$ cat config.mk
export PLATFORM = sky130hd
export DESIGN_NAME = dth_seq
export DESIGN_NICKNAME = d
export VERILOG_FILES = /design/src/rtl/dth_seq.sv
export SDC_FILE = /design/constraint.sdc
export NUM_CORES = 1
export LEC_CHECK = 0
export ABC_CLOCK_PERIOD_IN_PS = 1500
export CORE_UTILIZATION = 50
export CTS_CLUSTER_DIAMETER = 50
export DETAILED_ROUTE_END_ITERATION = 7
export PLACE_DENSITY = 0.77
export SYNTH_ARGS = -nofsm -noshare
export SYNTH_HDL_FRONTEND = slang
export SYNTH_SLANG_ARGS = --single-unit
$ cat constraint.sdc
create_clock -name i_clk -period 1.5 [get_ports i_clk]
set_input_delay 0.225 -clock i_clk [delete_from_list [all_inputs] [get_ports i_clk]]
set_output_delay 0.225 -clock i_clk [all_outputs]
set_load 0.01 [all_outputs]
$ cat src/rtl/dth_seq.sv
// dth_seq: sequential BCD-to-binary converter using iterative reverse double-dabble.
// One packed BCD word is accepted per write strobe. Each conversion step shifts the
// {bcd,bin} register right and corrects any BCD digit of 8 or more by subtracting 3.
// Words containing a digit above 9 are flagged right away without converting.
module dth_seq #(
  parameter int DIGITS    = 3,
  parameter int BIN_WIDTH = 10
) (
  input  logic                  i_clk,
  input  logic                  i_rst,
  input  logic [4*DIGITS-1:0]   iv_data,
  input  logic                  i_data_wr,
  output logic [BIN_WIDTH-1:0]  ov_data,
  output logic                  o_data_wr,
  output logic                  o_err,
  output logic                  o_busy,
  output logic                  o_drop
);

  localparam int BCD_W = 4 * DIGITS;
  localparam int SR_W  = BCD_W + BIN_WIDTH;
  localparam int CNT_W = $clog2(BIN_WIDTH + 1);

  typedef enum logic {
    IDLE = 1'b0,
    CONV = 1'b1
  } state_t;

  state_t               state_q, state_d;
  logic [SR_W-1:0]      sr_q, sr_d;
  logic [CNT_W-1:0]     cnt_q, cnt_d;
  logic [BIN_WIDTH-1:0] data_q, data_d;
  logic                 err_q, err_d;
  logic                 wr_q, wr_d;
  logic                 drop_q, drop_d;

  logic                 digitsOk;
  logic                 lastIter;
  logic [SR_W-1:0]      shifted;
  logic [SR_W-1:0]      stepVal;

  assign lastIter = (state_q == CONV) && (cnt_q == CNT_W'(BIN_WIDTH - 1));

  // Flag the incoming word as convertible only when every digit is a legal BCD value.
  always_comb begin
    digitsOk = 1'b1;
    for (int k = 0; k < DIGITS; k++) begin
      if (iv_data[4*k +: 4] > 4'd9) begin
        digitsOk = 1'b0;
      end
    end
  end

  // One conversion step: shift the whole register right, then pull each BCD digit >= 8 back by 3.
  always_comb begin
    shifted = sr_q >> 1;
    stepVal = shifted;
    for (int k = 0; k < DIGITS; k++) begin
      if (shifted[BIN_WIDTH + 4*k +: 4] >= 4'd8) begin
        stepVal[BIN_WIDTH + 4*k +: 4] = shifted[BIN_WIDTH + 4*k +: 4] - 4'd3;
      end
    end
  end

  // State register; an asynchronous reset abandons any conversion in flight.
  always_ff @(posedge i_clk or posedge i_rst) begin
    if (i_rst) begin
      state_q <= IDLE;
    end else begin
      state_q <= state_d;
    end
  end

  // Next-state logic: only valid words start a conversion, and the final iteration returns to IDLE.
  always_comb begin
    state_d = state_q;
    case (state_q)
      IDLE: begin
        if (i_data_wr && digitsOk) begin
          state_d = CONV;
        end
      end
      CONV: begin
        if (lastIter) begin
          state_d = IDLE;
        end
      end
      default: state_d = IDLE;
    endcase
  end

  // Datapath and output decode: load, iterate, publish results, and flag strobes that arrive while busy.
  always_comb begin
    sr_d   = sr_q;
    cnt_d  = cnt_q;
    data_d = data_q;
    err_d  = err_q;
    wr_d   = 1'b0;
    drop_d = 1'b0;
    case (state_q)
      IDLE: begin
        if (i_data_wr) begin
          if (digitsOk) begin
            sr_d  = {iv_data, {BIN_WIDTH{1'b0}}};
            cnt_d = '0;
          end else begin
            data_d = {BIN_WIDTH{1'b1}};
            err_d  = 1'b1;
            wr_d   = 1'b1;
          end
        end
      end
      CONV: begin
        sr_d   = stepVal;
        cnt_d  = cnt_q + CNT_W'(1);
        drop_d = i_data_wr;
        if (lastIter) begin
          data_d = stepVal[BIN_WIDTH-1:0];
          err_d  = 1'b0;
          wr_d   = 1'b1;
          cnt_d  = '0;
        end
      end
      default: begin
        sr_d  = '0;
        cnt_d = '0;
      end
    endcase
  end

  // Datapath and output registers, all cleared by reset.
  always_ff @(posedge i_clk or posedge i_rst) begin
    if (i_rst) begin
      sr_q   <= '0;
      cnt_q  <= '0;
      data_q <= '0;
      err_q  <= 1'b0;
      wr_q   <= 1'b0;
      drop_q <= 1'b0;
    end else begin
      sr_q   <= sr_d;
      cnt_q  <= cnt_d;
      data_q <= data_d;
      err_q  <= err_d;
      wr_q   <= wr_d;
      drop_q <= drop_d;
    end
  end

  assign ov_data   = data_q;
  assign o_err     = err_q;
  assign o_data_wr = wr_q;
  assign o_drop    = drop_q;
  assign o_busy    = (state_q == CONV);

endmodule
* Word level (Yosys, flattened, before mapping)
Cells that the tools add are included.
** Word-level totals
- Output and inout bits :: 14
- Bits in registers :: 40
- Logic and storage cells :: 56
** Cells by class
- Muxes and demuxes :: 29
- Reduce and logical (&&, ||, !) cells :: 4
- Magnitude comparators :: 6
- Bitwise operators :: 1
- Eq/ne operators :: 5
- Add/subtract/negate cells :: 4
** Operators by type and width (number)
- $mux W22 :: 2
- $pmux W22 S2 :: 1
- $mux W10 :: 3
- $mux W4 :: 6
- $pmux W10 S2 :: 1
- $gt A4 B4 Y1 const B :: 3
- $mux W1 :: 12
- $ge A4 B4 Y1 const B :: 2
- $pmux W4 S2 :: 1
- $sub A4 B2 Y4 const B :: 2
- $ne A2 B2 Y1 const B :: 3
- $pmux W1 S2 :: 3
- $add A4 B1 Y4 const B :: 1
- $eq A4 B4 Y1 const B :: 1
- $ge A3 B4 Y1 const B :: 1
- $sub A3 B2 Y4 const B :: 1
- $reduce_and A3 Y1 :: 1
- $logic_and A1 B1 Y1 :: 2
- $ne A2 B1 Y1 const B :: 1
- $reduce_and A2 Y1 :: 1
- $not A1 Y1 :: 1

* Longest topological paths before layout
- Depth after elaboration :: 7
- Gate-level depth with buffers :: 7
- Gate-level depth less buffers :: 6

* Least setup slack after synthesis
OpenSTA, ideal clock, no wires.
- Kind :: flip-flop to flip-flop
- Start :: reg state_q, in the netlist o_busy
- End :: reg sr_q[11]
- Required time :: 1.378 ns
- Setup time :: 0.122 ns
- Buffers on the path :: 3
- Slack :: 0.060 ns
- Period minus slack after synthesis :: 1.440 ns
- Arrival :: 1.318 ns
- Cell stages (with the launch flop) :: 8
- Cell sequence :: dfrtp_1 buf_6 nand2b_4 and4b_1 buf_6 buf_6 a22oi_1 nand2_1
** On the way
- Word-level cells in the longest chain between the ends :: 3
** RTL lines
- start: declaration :: RTL line 29 : state_t state_q, state_d;
- start signal: assignment :: RTL line 70 : state_q <= state_d;
- $not A1 Y1
- $ne A2 B2 Y1 (no source line)
- $reduce_and A2 Y1 (no source line)
- end signal: assignment :: RTL line 141 : sr_q <= sr_d;
- end: declaration :: RTL line 30 : logic [SR_W-1:0] sr_q, sr_d;
Parallel ways exist; a longest one is shown, timed or not.
A chain may end at the register's enable or synchronous reset.

* Worst setup path in the final report
- Start :: in iv_data[9]
- End :: reg sr_q[18]
** On the way
- Word-level cells in the longest chain between the ends :: 4
** RTL lines
- start: declaration :: RTL line 11 : input logic [4*DIGITS-1:0] iv_data,
- $gt A4 B4 Y1 :: RTL line 48 : if (iv_data[4*k +: 4] > 4'd9) begin
- $mux W1 :: RTL line 48
- $ne A2 B2 Y1 (no source line)
- $reduce_and A2 Y1 (no source line)
Every way passes these cells.

==> metrics.txt <==
outcome=completed; Syn Area/Cell=11.87 um^2; synthesized flop and latch total=39; Max-Cap Viols=0; sequential area share after synthesis=52.70%; Least-Margin Pin Slew=262.5 ps; Non-Filler Instances=roughly 250; crit path max fanout=4; leak pwr=1.166 nW; Avg WL per Cell=between 15 and 20 um; RR Startpoint=o_busy$_DFF_PP0_; Synth Cell Area=1852 um^2; first-pass GRT wire length=6.465 mm; nets=222; 1st-iter DRT viols=85; vias in the first global route=between 1000 and 1500; CTS root buf=clkbuf_8; CTS clk-pin slew, worst paths=roughly 70 ps; clk sinks=39; maximum clock path buffer count=2; die span in y=approximately 63 um; Placed Cells=around 240; drt pass-1 iters=4; Initial Utilization=a little over half; Finished Cell Area=roughly 2400 um^2; Ys Warns=0; final hold violation count=0; CP required=roughly 1700 ps; layout cell share with drive strength beyond 1=between 10% and 20%; routed vias=about 1400; Peak VDD IR=1016 uV; initial antenna violation count=0; unique cell type count in the Yosys netlist=35; GRT overflow=0; Peak Freq=~680 MHz; Final setup viols=0; hpwl dp=about 2.7 mm; post-DR vias/cell=about 5.5; crit path launch type=input port; I/O pins=29; Mapped Nets=between 150 and 200; critical path type=in2reg; routed wire length=approximately 3.8 mm; Rows=21; CORE AREA=~3400 um^2; CTS tree=built; fin crit share=97.57%; antenna diode count=0; Mapped Cells=around 160; Worst-Skew Late Latency=a little under 300 ps; Post-Route Skew=1.563 ps; antenna-violating nets left=0; GRT Total Usage=between 20% and 30%; routability cong.=0.8100; Hold WC Path Type=in2async; cts hold-fix bufs=0; unrepaired setup endpoints after global routing=yes; Setup TNS Final=0 ps; H-tree Lvls=2; DIE AREA=3951 um^2; CP arrival=around 1600 ps; CP Capture Type=register; largest net degree at the start of global routing=40; fin. max-slew vios=0; Area growth, synth to finish=30.47%; Die Span X=62.86 um; DRC=0; Placed Instance Area=2271 um^2; slew margin rel.=82.25%; Period minus WS final=around 1500 ps; IO buf count=28; PwrDens=~1600 nW/um^2; number of buffers created by CTS=5; CP startpoint=iv_data[9]
layout make-up:
| class | count | area [um^2] |
|---|---|---|
| multi-input combinational | 100 | 799.5 |
| fill | 259 | 1026 |
| sequential | 39 | 975.9 |
| clock inverter | 2 | 16.27 |
| timing repair buffer | 46 | 450.4 |
| clock buffer | 6 | 82.58 |
| tap | 46 | 57.56 |
| inverter | 9 | 33.78 |
kinds of logic (layout without fill, tap and decap cells):
kind of cell / after synthesis / after routing / synth area share, %
buf+inv: 17 / 63 / 4.865
compound gates: 33 / 33 / 15.74
xor+xnor: 5 / 5 / 2.365
simple gates: 40 / 40 / 11.22
flops: 39 / 39 / 52.70
mux: 16 / 16 / 9.053
fa+ha+maj: 6 / 6 / 4.054
per-layer routing:
metal	track usage, %	routed length, um	vias to the layer above
met2	36.55	1973	33
met3	4.745	159	2
met4	9.302	18	0
met5	0	0	-
met1	25.39	1684	684
li1	-	-	639
final timing paths:
path	slack (ps)	depth (start not counted)	to
worst max-delay path	40	5	sr_q[18]$_DFFE_PP0P_
worst min-delay path	280	3	sr_q[11]$_DFFE_PP0P_
worst max register to register	50	5	sr_q[2]$_DFFE_PP0P_
worst min register to register	490	2	o_err$_DFFE_PP0P_
max in group asynchronous	1020	3	sr_q[21]$_DFFE_PP0P_
min in group i_clk	310	3	sr_q[15]$_DFFE_PP0P_
state kept, by name, indices dropped and copies added (netlist names):
signal / flops
sr_q: 21
ov_data: 10
cnt_q: 4
o_busy: 1
o_data_wr: 1
o_drop: 1
o_err: 1
power breakdown:
group | switching (mW) | internal [mW]
Sequential | 0.295 | 1.41
Clock | 0.365 | 0.375
Combinational | 0.671 | 0.825
Total | 1.33 | 2.61
critical path: stages:
cell             delay (ps)
clkdlybuf4s50_1         470
o21ai_4                 250
nand4_4                 140
mux2_4                  310
mux2_2                  250
placed cells by master, fill, tap and decap left out, drive strengths merged, types with 2 or more instances in the layout:
cell type	instances
clkdlybuf4s50	23
dfrtp	39
inv	9
o22a	10
nand2b	3
nor2	11
a221o	4
a22oi	4
clkbuf	6
ha	6
mux2	3
dlymetal6s2s	4
buf	18
a22o	3
xnor2	4
o21ai	6
a21oi	2
nand2	18
mux2i	13
synth_stat cells:
library cell,count,share of area [%]
and4b_1,1,0.54
dfrtp_1,39,53
o22ai_1,1,0.34
mux2_2,2,1.2
nand4b_1,1,0.47
a22oi_1,4,1.6
a221o_1,4,2.2
nor4b_1,1,0.47
o21ai_2,1,0.47
inv_1,9,1.8
nor2b_1,1,0.34
a21oi_1,2,0.54
o21ai_4,2,1.8
nand2b_1,2,0.68
o22a_1,10,4.7
mux2i_1,13,7.0
clkbuf_1,2,0.41
a22o_1,3,1.4
nor4_1,1,0.34
nand4_4,1,1.1
xor2_1,1,0.47
nor2_1,11,2.2
o21ai_0,3,0.81
a41oi_2,1,0.88
xnor2_1,4,1.9
and2_1,1,0.34
nand2b_4,1,0.74
buf_6,3,1.8
a31o_2,1,0.47
a32o_1,1,0.54
nand3_1,1,0.27
buf_2,3,0.81
mux2_4,1,0.81
nand2_1,18,3.6
ha_1,6,4.1
per-stage QoR:
stage / utilization (%) / worst slack [ps] / hold WS, ps / total power [mW]
floorplan: - / 60.09 / 359.2 / 2.577
global placement: 65.98 / -288.1 / 469.3 / 3.107
detailed placement: 65.98 / -345.0 / 472.5 / 3.200
CTS: 69.25 / 10.24 / 287.3 / 3.974
global route: 70.19 / -1.571 / 316.2 / 4.205
finish: 70.19 / 36.49 / 285.0 / 3.943
repair_timing:
action / CTS / global route
hold endpoints to repair: 0 / 0
resized for setup: 4 / 6
setup endpoints to repair: 14 / 23
buffers inserted: 1 / 1
pin swaps: 1 / 1
cloned: 0 / 1
Power figures use the tool's default switching activity.
